<file path="src/rtl/led_pkg.sv">
// Shared encodings for the LED pattern generator and its helpers.
package led_pkg;

    // Runtime-selectable display modes, as driven on the mode input.
    typedef enum logic [1:0] {
        MODE_STATIC = 2'd0,
        MODE_BLINK  = 2'd1,
        MODE_CHASE  = 2'd2,
        MODE_BOUNCE = 2'd3
    } led_mode_t;

    // Travel direction of the bounce dot (UP = towards bit N_LEDS-1).
    typedef enum logic {
        DIR_UP   = 1'b0,
        DIR_DOWN = 1'b1
    } led_dir_t;

    // Control state of the generator, kept in one struct so checkers can bind to it.
    typedef struct packed {
        led_mode_t mode;
        led_dir_t  dir;
    } led_state_t;

endpackage

</file>
<file path="src/rtl/led_pattern_gen_step_prescaler.sv">
// Step prescaler: emits a tick on every DIV-th enabled cycle.
// tick is combinational and only asserted while en is high.
module step_prescaler #(
    parameter int unsigned DIV = 3000000,
    parameter int unsigned W   = $clog2(DIV + 1)
) (
    input  logic clk,
    input  logic rstn,
    input  logic clr,
    input  logic en,
    output logic tick
);

    generate
        if (DIV < 1) begin : g_bad_div
            $error("step_prescaler: DIV must be at least 1");
        end
    endgenerate

    localparam logic [W-1:0] LAST = W'(DIV - 1);

    logic [W-1:0] count;

    assign tick = en && (count == LAST);

    // Count enabled cycles 0..DIV-1; a clear restarts the period from zero.
    always_ff @(posedge clk or negedge rstn) begin
        if (!rstn) begin
            count <= '0;
        end else if (clr) begin
            count <= '0;
        end else if (en) begin
            count <= tick ? '0 : count + 1'b1;
        end
    end

endmodule

</file>
<file path="src/rtl/led_pattern_gen.sv">
// LED pattern generator: static, blink, chase and bounce patterns on N_LEDS
// outputs, advanced by a shared step prescaler.
// mode_load is a single-cycle strobe; it latches mode and static_pattern,
// restarts the step period and takes priority over a coincident step.
module led_pattern_gen
    import led_pkg::*;
#(
    parameter int unsigned N_LEDS   = 5,
    parameter int unsigned STEP_DIV = 3000000
) (
    input  logic              clk,
    input  logic              rstn,
    input  logic [1:0]        mode,
    input  logic              mode_load,
    input  logic [N_LEDS-1:0] static_pattern,
    input  logic              pause,
    output logic [N_LEDS-1:0] leds,
    output logic              step
);

    generate
        if (N_LEDS < 1 || N_LEDS > 32) begin : g_bad_n
            $error("led_pattern_gen: N_LEDS must be in 1..32");
        end
    endgenerate

    localparam int unsigned       PS_W    = $clog2(STEP_DIV + 1);
    localparam logic [N_LEDS-1:0] LED_ONE = N_LEDS'(1);

    logic              tick;
    led_state_t        state_q;
    led_state_t        state_d;
    logic [N_LEDS-1:0] pat_q;
    logic [N_LEDS-1:0] pat_d;
    logic [N_LEDS-1:0] leds_d;
    logic              step_d;

    step_prescaler #(
        .DIV (STEP_DIV),
        .W   (PS_W)
    ) u_prescaler (
        .clk  (clk),
        .rstn (rstn),
        .clr  (mode_load),
        .en   (!pause),
        .tick (tick)
    );

    // Register control state, latched pattern and the LED/step outputs.
    always_ff @(posedge clk or negedge rstn) begin
        if (!rstn) begin
            state_q <= '{mode: MODE_STATIC, dir: DIR_UP};
            pat_q   <= '0;
            leds    <= '0;
            step    <= 1'b0;
        end else begin
            state_q <= state_d;
            pat_q   <= pat_d;
            leds    <= leds_d;
            step    <= step_d;
        end
    end

    // Next pattern: a load initialises the chosen mode, otherwise a tick advances it.
    always_comb begin
        state_d = state_q;
        pat_d   = pat_q;
        leds_d  = leds;
        step_d  = 1'b0;
        if (mode_load) begin
            state_d.mode = led_mode_t'(mode);
            state_d.dir  = DIR_UP;
            pat_d        = static_pattern;
            case (led_mode_t'(mode))
                MODE_STATIC, MODE_BLINK: leds_d = static_pattern;
                default:                 leds_d = LED_ONE;
            endcase
        end else if (tick) begin
            step_d = 1'b1;
            case (state_q.mode)
                MODE_STATIC: leds_d = pat_q;
                // Blink phase is implied by the outputs: lit means the next step blanks.
                MODE_BLINK:  leds_d = (leds != '0) ? '0 : pat_q;
                // Rotate left; with one LED this reduces to holding bit 0.
                MODE_CHASE:  leds_d = (leds << 1) | (leds >> (N_LEDS - 1));
                MODE_BOUNCE: begin
                    if (N_LEDS == 1) begin
                        leds_d = LED_ONE;
                    end else if (state_q.dir == DIR_UP) begin
                        // At the top end, turn around and move down in the same step.
                        if (leds[N_LEDS-1]) begin
                            state_d.dir = DIR_DOWN;
                            leds_d      = leds >> 1;
                        end else begin
                            leds_d = leds << 1;
                        end
                    end else begin
                        // At the bottom end, turn around and move up in the same step.
                        if (leds[0]) begin
                            state_d.dir = DIR_UP;
                            leds_d      = leds << 1;
                        end else begin
                            leds_d = leds >> 1;
                        end
                    end
                end
                default: leds_d = leds;
            endcase
        end
    end

endmodule

</file>
<file path="config.mk">
export PLATFORM = sky130hd
export DESIGN_NAME = led_pattern_gen
export DESIGN_NICKNAME = d
export VERILOG_FILES = /design/src/rtl/led_pkg.sv /design/src/rtl/led_pattern_gen_step_prescaler.sv /design/src/rtl/led_pattern_gen.sv
export SDC_FILE = /design/constraint.sdc
export NUM_CORES = 1
export LEC_CHECK = 0
export BUFFER_PORTS_ARGS = -buffer_cell sky130_fd_sc_hd__buf_2
export CAP_MARGIN = 10
export CORE_MARGIN = 2
export CORE_UTILIZATION = 40
export CTS_CLUSTER_SIZE = 14
export DETAILED_ROUTE_END_ITERATION = 7
export GPL_ROUTABILITY_DRIVEN = 0
export PLACE_DENSITY = 0.67
export SETUP_SLACK_MARGIN = 0.2
export SLEW_MARGIN = 5
export SYNTH_ARGS = -nofsm -noshare
export SYNTH_HDL_FRONTEND = slang
export SYNTH_SLANG_ARGS = --single-unit
</file>
<file path="constraint.sdc">
create_clock -name clk -period 1.96 [get_ports clk]
set_input_delay 0.294 -clock clk [delete_from_list [all_inputs] [get_ports clk]]
set_output_delay 0.294 -clock clk [all_outputs]
set_load 0.01 [all_outputs]
</file>
# After elaboration in Yosys (flattened, before gate mapping)
# Index checks and enable logic that the tools add are counted.
# classes
mux	19
add_sub_neg	1
bitwise	1
n_eq_ne	6
n_reduce_logical	9
# ops
cell	count
$mux W22	3
$mux W5	7
$add A22 B1 Y22 const B	1
$eq A22 B22 Y1 const B	1
$pmux W5 S4	1
$mux W1	8
$or A5 B1 Y5	1
$reduce_bool A5 Y1	1
$eq A2 B1 Y1 const B	2
$eq A2 B2 Y1 const B	2
$logic_not A2 Y1	2
$reduce_bool A2 Y1	2
$ne A2 B2 Y1 const B	1
$reduce_and A2 Y1	1
$reduce_or A2 Y1	1
$logic_and A1 B1 Y1	1
$logic_not A1 Y1	1
# word_totals
elab_cells	42
reg_bits	36
output_inout_bits	6

# Logic depth before layout (Yosys ltp)
# depth
ltp_word	5
depth_mapped	7
depth_no_buf	6

# By module
# A second synthesis with hierarchy kept.
# hier_totals
cells_unflattened	200
hier_area_um2	1961.9
# by_module_without_submodules
module	area_each_um2	cells_each	instances
step_prescaler	1173.6	122	1
led_pattern_gen	788.3	78	1

# Worst setup path before layout
# OpenSTA, ideal clock, no wires.
# synth_path
path_kind	register -> register
from	register u_prescaler.count[7]
to	register u_prescaler.count[17]
path_slack_ps	221
n_path_buf	0
required_time_ps	1833
t_arrival_ps	1612
path_stages_with_launch	6
path_cell_list	dfrtp_1 nand3_2 or4_4 nor3_4 nand3_1 mux2_1
# synth_between
elab_chain_cells	5
# synth_rtl
item	line_no	text
from (decl)	led_pattern_gen_step_prescaler.sv:22	logic [W-1:0] count;
from (signal assigned)	led_pattern_gen_step_prescaler.sv:33	count <= tick ? '0 : count + 1'b1;
branches (longest 2 deep; another with $add A22 B1 Y22)	-	
$mux W22 (*)	led_pattern_gen_step_prescaler.sv:33	
$mux W22 (*)	led_pattern_gen_step_prescaler.sv:32	end else if (en) begin
$mux W22 (*)	led_pattern_gen_step_prescaler.sv:30	end else if (clr) begin
# Every way passes the cells marked *. The select of a mux whose other input is x is not followed.
# A chain may end at the register's enable or synchronous reset.

# Worst setup path in the final report
# layout_path
from	register u_prescaler.count[11]
to	register u_prescaler.count[17]
# Same word-level chain as after synthesis.

==> flow_summary_export.csv <==
group,metric,value,unit
routing,drt-pass1-iter-count,4,
floorplanning,pin_count,17,
global_route,grt_busiest_layer,"met2",
global_route,grt_pass1_wl,7270,µm
power_and_ir_drop,p_leak,1.07,nW
logic_synthesis,syn_nets,212,
power_and_ir_drop,ir_drop,378,µV
logic_synthesis,synthCells,200,
timing,fin_setup_tns,0,ns
timing,hold_viol_final,0,
timing,fin_ws,0.189,ns
worst_setup_path,criticalPathCategory,"flip-flop to flip-flop",
routing,avgViaCountPerCell,5.49,
final_layout,fin_cells,299,
floorplanning,die_area,5360,µm²
placement,dpl.cell_count,278,
logic_synthesis,ys_warn_count,0,
timing,slew_headroom,46.9,%
placement,io_buffers,16,
global_route,grt_max_degree,37,
power_and_ir_drop,p_per_area,660,nW/µm²
worst_setup_path,reg2reg_from,"u_prescaler.count[11]",
logic_synthesis,synth_top_cell_area_share,47.1,%
floorplanning,start_util,41.1,%
timing,slew_violations,0,
floorplanning,die_y,73.2,µm
worst_setup_path,ff2ff_setup_slack,0.19,ns
floorplanning,rows,25,
final_layout,final_core_util,50.8,%
routing,wl_per_cell,14.6,µm
worst_setup_path,crit_arrival,1.95,ns
clocking,cts_htree_levels,2,
logic_synthesis,yosysTopAreaCell,"dfrtp_1",
timing,clock_skew,0.00593,ns
logic_synthesis,ys.flop_type,"dfrtp_1",
global_route,grtUsageTotal,17.9,%
routing,drt_iter0_drc,50,
worst_setup_path,crit_fanout,4,
clocking,clk_latency,0.29,ns
clocking,cts_buffer_depth,2,
worst_setup_path,r2r_cells,6,
final_layout,final_common_cell,"dfrtp_1",
clocking,cts_sinks,36,
logic_synthesis,ys_types,45,
timing,tightestPinTransition,0.797,ns
run,max-cap-violations,0,
worst_hold_path,hold_class,"input port to asynchronous set/reset pin",
routing,drtAntennaViolNets,0,
global_route,grtUsageMet3,3.87,%
timing,setup_violations,0,
timing,hold_ws,0.0848,ns
logic_synthesis,yosys_register_bits,36,
placement,dpl.hpwl,2900,µm
global_route,grt_use_met2,26.5,%
timing,period_needed,1.77,ns
routing,wl,4370,µm
routing,drc,0,
floorplanning,die_width,73.2,µm
floorplanning,core_area,4660,µm²
logic_synthesis,synth_edf_count,0,
timing,grt_setup_unrepaired,"true",
final_layout,diodes,0,
clocking,path_clk_slew,0.07,ns
status,status,"finished clean",
final_layout,layout-drive-gt1-share,27.8,%
global_route,grt_pass1_vias,1550,
clocking,cts-root-buf,"clkbuf_8",
clocking,cts_tree,"built",
logic_synthesis,syn_avg_cell_area,9.57,µm²
worst_setup_path,cp.required,2.14,ns
timing,post-route-period-util,90.4,%
logic_synthesis,yosysSeqAreaShare,47.1,%
worst_setup_path,crit_path_end_kind,"flip-flop",
final_layout,final_cell_mix,"dfrtp_1, nor2_1, buf_4",
global_route,antenna_found_initial,0,
logic_synthesis,async_reset_ff_share,100,%
logic_synthesis,yosys-top-cells-area,"dfrtp_1, nor2_1, xor2_1",
placement,dpl_worst_slack,0.0930,ns
logic_synthesis,syn_area,1910,µm²
global_route,gr-total-overflow,0,
routing,vias,1641,
timing,fmax,565,MHz
final_layout,fin_nets,256,
global_route,grt.met1_usage,24.8,%
worst_setup_path,worstReg2RegEnd,"u_prescaler.count[17]",
worst_setup_path,crit_path_start_kind,"flip-flop",
clocking,cts_buffers,5,
final_layout,area_growth,23.8,%
[state kept, by name, indices dropped and copies added (netlist names)]
register           flops
leds                   5
u_prescaler.count     22
pat_q                  5
state_q                3
step                   1
[kinds of logic (layout without fill, tap and decap cells)]
logic type / count (synthesis) / count (layout) / synth area share (%)
xor gates and xnor gates: 18 / 18 / 8.24
and+or+nand+nor: 100 / 100 / 27.5
muxes: 6 / 6 / 3.40
adders and majority gates: 1 / 1 / 0.653
DFF: 36 / 36 / 47.1
AOI/OAI and AO/OA: 31 / 31 / 11.2
buffers and inverters: 8 / 53 / 1.96
[final cells by class]
cell class              instances  area [µm²]
clock buffers                   8        90.1
fillers                       406        2290
inverters                       1        3.75
multi-input cells             156        1010
flip-flops and latches         36         901
well taps                      54        67.6
repair buffers                 44         294
[cell usage after synthesis (all sizes together) (2+ instances only)]
cell type and number:
buf 4, xor2 12, o221ai 2, o31ai 3
dfrtp 36, o21ai 4, nor2 29, nand3 11
nand2 23, a21o 2, nand4 8, nor3 7
or4 2, xnor2 6, nor2b 5, a21oi 9
and3 3, nor4 5, mux2i 2, mux2 4
o21a 3, clkbuf 3, nand2b 3
[routing by layer]
| metal | vias to the layer above | share of wire, % |
|---|---|---|
| met5 | - | 0 |
| met4 | 0 | 1.9 |
| met3 | 7 | 3.4 |
| met2 | 35 | 45 |
| met1 | 799 | 49 |
| li1 | 800 | - |
[stage by stage]
step / instance area, µm² / total power [W]
5_1_grt: 2370 / 0.00163
4_1_cts: 2320 / 0.00156
3_5_place_dp: 2150 / 0.00101
6_report: 2370 / 0.00156
3_3_place_gp: 2150 / 0.00101
2_1_floorplan: 1910 / 0.000917
[worst max-delay path: stages (launching register included)]
cell and delay, ns:
dfrtp_1 0.41, nor4b_2 0.29, nand4_1 0.25, o31ai_4 0.28
buf_4 0.15, nor2_1 0.03, mux2_4 0.26
[report_power, final]
part / internal, W / switching (W)
Clock: 0.000287 / 0.000266
Sequential: 0.000772 / 0.0000265
Combinational: 0.0000954 / 0.000116
[worst max-delay path by stage]
stage / end / cells past startpoint / slack [ns] / startpoint
floorplan: u_prescaler.count[17] / 5 / 0.22 / u_prescaler.count[7]
global placement: u_prescaler.count[17] / 5 / 0.14 / u_prescaler.count[8]
detailed placement: leds[0] / 6 / 0.09 / u_prescaler.count[11]
CTS: u_prescaler.count[17] / 6 / 0.21 / u_prescaler.count[0]
global route: u_prescaler.count[17] / 6 / 0.11 / u_prescaler.count[11]
finish: u_prescaler.count[17] / 6 / 0.19 / u_prescaler.count[11]
[repair_timing]
| action | CTS | global route |
|---|---|---|
| gates resized for setup | 3 | 6 |
| buffers inserted | 9 | 3 |
| pin swaps | 3 | 2 |
| cloned | 0 | 1 |
| endpoints found under the setup margin | 27 | 28 |
| hold buffers | 0 | 0 |
No activity file was read; power rests on OpenSTA's default activity.
